$ cat src/rtl/tlb_ctrl.sv
// TLB controller: arbitrates fetch/data lookups and TLBP/TLBR/TLBWI/TLBWR over an external entry table.
// Define TLB_KSEG_BYPASS_EN to translate kseg0/kseg1 addresses directly without a table lookup.

module tlb_ctrl #(
    parameter int TLB_ENTRIES = 16,
    parameter int ENTRY_W     = 68,
    localparam int IW         = $clog2(TLB_ENTRIES)
) (
    input  logic               clk,
    input  logic               resetn,
    input  logic               i_req,
    input  logic [31:0]        i_vaddr,
    output logic               i_ready,
    output logic               i_valid,
    output logic [31:0]        i_paddr,
    output logic               i_miss,
    input  logic               d_req,
    input  logic [31:0]        d_vaddr,
    output logic               d_ready,
    output logic               d_valid,
    output logic [31:0]        d_paddr,
    output logic               d_miss,
    input  logic               op_valid,
    input  logic [1:0]         op,
    output logic               op_ready,
    output logic               op_done,
    input  logic [31:0]        entryhi,
    input  logic [31:0]        entrylo0,
    input  logic [31:0]        entrylo1,
    input  logic [IW-1:0]      index,
    input  logic [IW-1:0]      wired,
    output logic [31:0]        p_index,
    output logic [31:0]        r_entryhi,
    output logic [31:0]        r_entrylo0,
    output logic [31:0]        r_entrylo1,
    output logic [31:0]        lut_vaddr,
    output logic [7:0]         lut_asid,
    input  logic               lut_hit,
    input  logic [IW-1:0]      lut_index,
    input  logic [31:0]        lut_paddr,
    output logic [IW-1:0]      tlb_raddr,
    input  logic [ENTRY_W-1:0] tlb_rentry,
    output logic               tlb_we,
    output logic [IW-1:0]      tlb_waddr,
    output logic [ENTRY_W-1:0] tlb_wentry
);

    localparam logic [IW-1:0] RAND_TOP = IW'(TLB_ENTRIES - 1);
    localparam int VPN2_LSB = 49;
    localparam int ASID_LSB = 41;
    localparam int G_BIT    = 40;
    localparam int PFN0_LSB = 20;
    localparam int PFN1_LSB = 0;

    typedef enum logic [1:0] {IDLE, PROBE, READ, WRITE} state_t;

    state_t        state;
    state_t        state_next;
    logic          op_is_wr;
    logic [IW-1:0] random;
    logic          grant_i;
    logic          grant_d;
    logic [31:0]   lk_paddr;
    logic          lk_miss;
    logic [ENTRY_W-1:0] new_entry;
    logic [18:0]   rd_vpn2;
    logic [7:0]    rd_asid;
    logic          rd_g;
    logic [19:0]   rd_pfn0;
    logic [19:0]   rd_pfn1;
    logic          unused_cp0;

    assign new_entry = {entryhi[31:13], entryhi[7:0], entrylo0[0] & entrylo1[0],
                        entrylo0[25:6], entrylo1[25:6]};

    assign rd_vpn2 = tlb_rentry[VPN2_LSB +: 19];
    assign rd_asid = tlb_rentry[ASID_LSB +: 8];
    assign rd_g    = tlb_rentry[G_BIT];
    assign rd_pfn0 = tlb_rentry[PFN0_LSB +: 20];
    assign rd_pfn1 = tlb_rentry[PFN1_LSB +: 20];

    assign unused_cp0 = ^{entryhi[12:8], entrylo0[31:26], entrylo0[5:1],
                          entrylo1[31:26], entrylo1[5:1]};

    // Ops beat data lookups, data beats fetch; only IDLE accepts anything.
    always_comb begin
        state_next = state;
        op_ready   = 1'b0;
        op_done    = 1'b0;
        i_ready    = 1'b0;
        d_ready    = 1'b0;
        grant_i    = 1'b0;
        grant_d    = 1'b0;
        lut_vaddr  = i_vaddr;
        lut_asid   = entryhi[7:0];
        tlb_raddr  = index;
        tlb_we     = 1'b0;
        tlb_waddr  = index;
        tlb_wentry = new_entry;
        case (state)
            IDLE: begin
                op_ready = 1'b1;
                d_ready  = ~op_valid;
                i_ready  = ~op_valid & ~d_req;
                if (op_valid) begin
                    case (op)
                        2'b00:   state_next = PROBE;
                        2'b01:   state_next = READ;
                        default: state_next = WRITE;
                    endcase
                end else if (d_req) begin
                    grant_d   = 1'b1;
                    lut_vaddr = d_vaddr;
                end else if (i_req) begin
                    grant_i   = 1'b1;
                end
            end
            PROBE: begin
                lut_vaddr  = {entryhi[31:13], 13'b0};
                op_done    = 1'b1;
                state_next = IDLE;
            end
            READ: begin
                op_done    = 1'b1;
                state_next = IDLE;
            end
            WRITE: begin
                tlb_we     = 1'b1;
                tlb_waddr  = op_is_wr ? random : index;
                op_done    = 1'b1;
                state_next = IDLE;
            end
            default: state_next = IDLE;
        endcase
    end

    always_comb begin
        lk_paddr = lut_paddr;
        lk_miss  = ~lut_hit;
`ifdef TLB_KSEG_BYPASS_EN
        if (lut_vaddr[31:30] == 2'b10) begin
            lk_paddr = {3'b000, lut_vaddr[28:0]};
            lk_miss  = 1'b0;
        end
`endif
    end

    // Async reset drops the state out of WRITE at once, so tlb_we cannot complete.
    always_ff @(posedge clk or negedge resetn) begin
        if (!resetn) begin
            state    <= IDLE;
            op_is_wr <= 1'b0;
        end else begin
            state <= state_next;
            if (state == IDLE && op_valid) begin
                op_is_wr <= (op == 2'b11);
            end
        end
    end

    always_ff @(posedge clk or negedge resetn) begin
        if (!resetn) begin
            random <= RAND_TOP;
        end else if (random <= wired) begin
            random <= RAND_TOP;
        end else begin
            random <= random - 1'b1;
        end
    end

    always_ff @(posedge clk or negedge resetn) begin
        if (!resetn) begin
            i_valid <= 1'b0;
            i_paddr <= '0;
            i_miss  <= 1'b0;
            d_valid <= 1'b0;
            d_paddr <= '0;
            d_miss  <= 1'b0;
        end else begin
            i_valid <= grant_i;
            d_valid <= grant_d;
            if (grant_i) begin
                i_paddr <= lk_paddr;
                i_miss  <= lk_miss;
            end
            if (grant_d) begin
                d_paddr <= lk_paddr;
                d_miss  <= lk_miss;
            end
        end
    end

    // Probe/read results stay put until the next op of the same kind.
    always_ff @(posedge clk or negedge resetn) begin
        if (!resetn) begin
            p_index    <= '0;
            r_entryhi  <= '0;
            r_entrylo0 <= '0;
            r_entrylo1 <= '0;
        end else begin
            if (state == PROBE) begin
                p_index <= {~lut_hit, {(31 - IW){1'b0}}, lut_index};
            end
            if (state == READ) begin
                r_entryhi  <= {rd_vpn2, 5'b0, rd_asid};
                r_entrylo0 <= {6'b0, rd_pfn0, 5'b0, rd_g};
                r_entrylo1 <= {6'b0, rd_pfn1, 5'b0, rd_g};
            end
        end
    end

endmodule

$ cat config.mk
export PLATFORM = sky130hd
export DESIGN_NAME = tlb_ctrl
export DESIGN_NICKNAME = d
export VERILOG_FILES = /design/src/rtl/tlb_ctrl.sv
export SDC_FILE = /design/constraint.sdc
export NUM_CORES = 1
export LEC_CHECK = 0
export CELL_PAD_IN_SITES_DETAIL_PLACEMENT = 0
export CELL_PAD_IN_SITES_GLOBAL_PLACEMENT = 1
export CORE_AREA = 3 3 228 230
export CTS_CLUSTER_DIAMETER = 200
export CTS_CLUSTER_SIZE = 24
export DETAILED_ROUTE_END_ITERATION = 8
export DIE_AREA = 0 0 231 233
export PLACE_DENSITY = 0.54
export SYNTH_ARGS = -nofsm -noshare
export SYNTH_HDL_FRONTEND = slang
export SYNTH_SLANG_ARGS = --single-unit
$ cat constraint.sdc
create_clock -name clk -period 1.8 [get_ports clk]
set_input_delay 0.18 -clock clk [delete_from_list [all_inputs] [get_ports clk]]
set_output_delay 0.18 -clock clk [all_outputs]
set_load 0.01 [all_outputs]
======== After elaboration in Yosys (flattened, before gate mapping) ========
Cells that the tools add are included.
operators by class
  add/subtract/negate cells ............... 1
  order comparisons ....................... 1
  eq/ne operators ......................... 6
  muxes and demuxes ....................... 21
  bitwise operators ....................... 5
  reduce and logical (&&, ||, !) cells .... 4
operators by type and width
  kind                 number
  $mux 32              2
  $pmux 32 s2          1
  $mux 1               12
  $mux 4               3
  $pmux 2 s2           2
  $eq 2x2->1 const B   3
  $eq 2x1->1 const B   2
  $le 4x4->1           1
  $logic_not 2->1      2
  $sub 4x1->4 const B  1
  $not 1->1            3
  $reduce_or 3->1      1
  $and 1x1->1          2
  $mux 2               1
  $ne 2x2->1 const B   1
  $logic_and 1x1->1    1
word-level totals
  register bits after elaboration ......... 149
  bits of input ports ..................... 280
  output and inout bits ................... 317
  logic and storage cells ................. 51

======== Longest topological paths before layout ========
Gate-level depths: netlist (run 1).
  depth after elaboration ................. 4
  gate-level depth with buffers ........... 6
  mapped depth without buffers ............ 5

======== Least setup slack after synthesis (run 1) ========
OpenSTA, ideal clock, no wires.
  path kind ............................... register to register
  start ................................... reg state[0]
  end ..................................... reg d_paddr[0]
  data arrival time ....................... 1.576 ns
  required time ........................... 1.675 ns
  slack ................................... 0.099 ns
  cell stages (with the launch flop) ...... 7
  buffers on the path ..................... 3
  cell sequence ........................... dfrtp_1 buf_6 or3b_1 buf_6 nor2_8 buf_8 mux2_4
on the way
  word-level cells in the longest chain between the ends .. 2
ends and longest elaborated chain
  what                    line  text
  start, declared         57    state_t state;
  start signal, assigned  154   state <= state_next;
  $logic_not 2->1         100   case (state)
  $mux 1                  100
  end signal, assigned    187   d_paddr <= lk_paddr;
  end, declared           21    output logic [31:0] d_paddr,
Every way passes these cells.
A chain may end at the register's enable or synchronous reset.

======== Worst setup path after layout (run 1) ========
  start ................................... reg state[0]
  end ..................................... out lut_vaddr[0]
on the way
  word-level cells in the longest chain between the ends .. 2
ends and longest elaborated chain
  what                                           line  text
  $eq 2x1->1 or $logic_not 2->1 (tied branches)  100
  $pmux 32 s2 (*)                                100
  end, declared                                  36    output logic [31:0] lut_vaddr,
Every way passes the cells marked *; elsewhere a longest branch is shown, timed or not.

==> flow_metrics.tcl, run 1 <==
set metrics [dict create \
    outcome "finished, violations left" \
    violations "setup timing" \
    grt_pass1_wl_um 41420 \
    drt_iter0_drc 100 \
    synth_cell_type_count 44 \
    nFillCells 5322 \
    min_period_over_period_pct 121.7 \
    cp-start-kind "flop" \
    postLayoutCellArea_um2 13050 \
    cts_made_buffers 17 \
    synth-seq-area-share_pct 49.66 \
    die_x_um 231 \
    antenna_found_initial 0 \
    clockRootBuffer "clkbuf_16" \
    reg2regPathDepth 8 \
    yosysTopAreaCellShare_pct 48.25 \
    cts_tree "done" \
    synth_top_flop_cell "dfrtp_1" \
    hold_violations 0 \
    rsz0062_at_grt "yes" \
    worst_ep_arrival_time_ns 2.01 \
    syn2layout_area_growth_pct 74.79 \
    synthArstFlopShare_pct 100.0 \
    dr.pass1.iters 4 \
    hpwl_um 23140 \
    endpoint_kind "output pin" \
    setup-tns-final_ns -27.68 \
    placed_area_um2 11870 \
    fmax_mhz 456.7 \
    hold_ws_ns 0.1711 \
    portBuffers 411 \
    path_class "flop to output pin" \
    yosys_warnings 0 \
    drt-total-wl_um 30930 \
    fp.dieH_um 233 \
    required_ns 1.62 \
    cts_sinks 148 \
    grt_pass1_vias 6240 \
    timing.final.ws_setup_ns -0.3898 \
    clock_skew_ns 0.01701 \
    yosysMostFrequentCell "dfrtp_1" \
    wl_per_cell_um 18.65 \
    cp_max_fo 7 \
    powerDensity_nw_per_um2 1064 \
    h-tree-depth 4 \
    ios 597 \
    clock_latency_ns 0.46 \
    grt_max_degree 44 \
    placementRows 82 \
    finalSetupViolCount 149 \
    r2r_start "state[0]$_DFFE_PN0N_" \
    synth.area.top_cells "dfrtp_1 48%, mux2_2 16%, buf_4 13%, mux2_4 6.0%, o22a_1 3.0%" \
    antennaDiodeCount 0 \
    hold_class "input port to async pin" \
    gp_congestion 0.7901 \
    leakage_uw 0.005461 \
    start_util_pct 14.92 \
    fp.coreArea_um2 50070 \
    post-route-drc-count 0 \
    synth_edf_count 0 \
    yosys.area.top_type "dfrtp_1" \
    drtAntennaViolNets 0 \
    netlist_top_cells_count "144 x dfrtp_1, 134 x buf_4, 107 x mux2_2" \
    drive_above_1_share_pct 32.52 \
    design.die.area_um2 53820 \
    syn_area_um2 7468 \
    via_per_inst 3.530 \
    track_usage_pct 10.60 \
    grt-ovfl-total 0 \
    ir_drop_uv 801.2 \
    ys_ff_latch 148 \
    drv_cap 0 \
    nNetsFinal 1260 \
    maxSlewViolCount 0 \
    path_clk_slew_ns 0.06 \
    via_count 5856 \
    fin_crit_ns 2.190 \
    worst_setup_path_startpoint "state[0]$_DFFE_PN0N_" \
    avgSynthCellArea_um2 13.03 \
    syn_inst 573 \
    cts_buffer_depth 2 \
]
[registers in the layout (all words and copies together) (netlist names), 2 cells and up]
name and count:
r_entrylo0 20, p_index 5, random 4, d_paddr 32
state 2, i_paddr 32, r_entryhi 27, r_entrylo1 21
[final timing paths]
check                                             to  slack [ns]
min                        r_entryhi[25]$_DFFE_PN0N_        0.17
min reg2reg                      random[0]$_DFF_PN1_        0.49
max                                     lut_vaddr[0]       -0.39
min in group clk           r_entryhi[17]$_DFFE_PN0N_        0.33
max reg2reg                   d_paddr[1]$_DFFE_PN0P_       -0.33
max in group asynchronous        random[1]$_DFF_PN1_        1.01
[layout by cell type, fill, tap and decap left out, drive strengths merged, types with 2 or more instances in the layout]
cell             n
clkdlybuf4s50  368
dfrtp          144
mux2           138
buf            113
conb            54
clkbuf          29
o22a            26
nand2           12
o21ai           11
inv             10
a22o             8
and2             8
a31oi            6
o2bb2ai          6
a22oi            5
ha               5
dfstp            4
nor2             4
o211ai           3
bufinv           3
a21o             3
nor2b            2
o31ai            2
clkinvlp         2
a21oi            2
or3b             2
clkinv           2
[critical path, cell delays in order (launching register included)]
cell	delay, ns
dfrtp_2	0.43
or3b_4	0.45
buf_6	0.16
nor2_8	0.14
buf_6	0.13
a22o_1	0.11
buf_2	0.13
[repair_timing]
| action | 4_1_cts | 5_1_grt |
|---|---|---|
| hold buffers | 1 | 0 |
| resized for setup | 185 | 72 |
| gates cloned | 2 | 7 |
| buffers inserted | 10 | 16 |
| pin swaps | 39 | 18 |
| endpoints found under the hold margin | 144 | 0 |
| setup endpoints to repair | 77 | 107 |
[area by class of cell]
type	count	area, um2	share of cell area (%)
repair buffers	489	4916	37.66
flip-flops and latches	148	3711	28.43
inverters	10	47.55	0.3642
clock inverters	7	118.9	0.9106
clock buffers	24	511.7	3.920
multi-input cells	309	2908	22.28
well taps	672	840.8	6.441
[metrics by stage]
stage	utilization, %	setup WS, ns	total power, uW	std cells
floorplan	-	0.09920	6943	626
global placement	23.71	-0.6892	9900	1594
detailed placement	23.71	-0.6911	9933	1594
CTS	25.25	-0.5263	14070	1637
global route	26.07	-0.4804	14680	1659
finish	26.07	-0.3898	13890	1659
[power by group]
group	total [uW]	leakage (uW)	switching (uW)	internal, uW
registers	4770	0.00174	504	4270
clock network	3880	0.000305	1490	2390
logic	5240	0.00342	2010	3230
[cell families (layout without fill, tap and decap cells)]
group | after synthesis | in the layout | synth area share, %
compound gates | 72 | 73 | 7.405
other cells | 1 | 54 | 0.05021
xor+xnor | 1 | 1 | 0.1173
flops | 148 | 148 | 49.66
mux | 139 | 139 | 22.45
buf+inv | 170 | 530 | 16.37
fa+ha+maj | 5 | 5 | 0.8377
simple gates | 37 | 37 | 3.116
[routing by layer]
metal	vias up	wire length, um	GRT usage, %
met3	65	2657	4.444
met2	313	15940	18.90
met5	-	0	0
met4	0	1278	6.004
met1	2850	11060	10.35
li1	2628	-	-
No activity file was read; power rests on OpenSTA's default activity.
==> inputs of run 2 (changes only) <==
CTS_CLUSTER_DIAMETER = default   (was 200)
==> results of run 2 <==
Same layout as run 1: the final DEF is identical, and so are final timing and power.
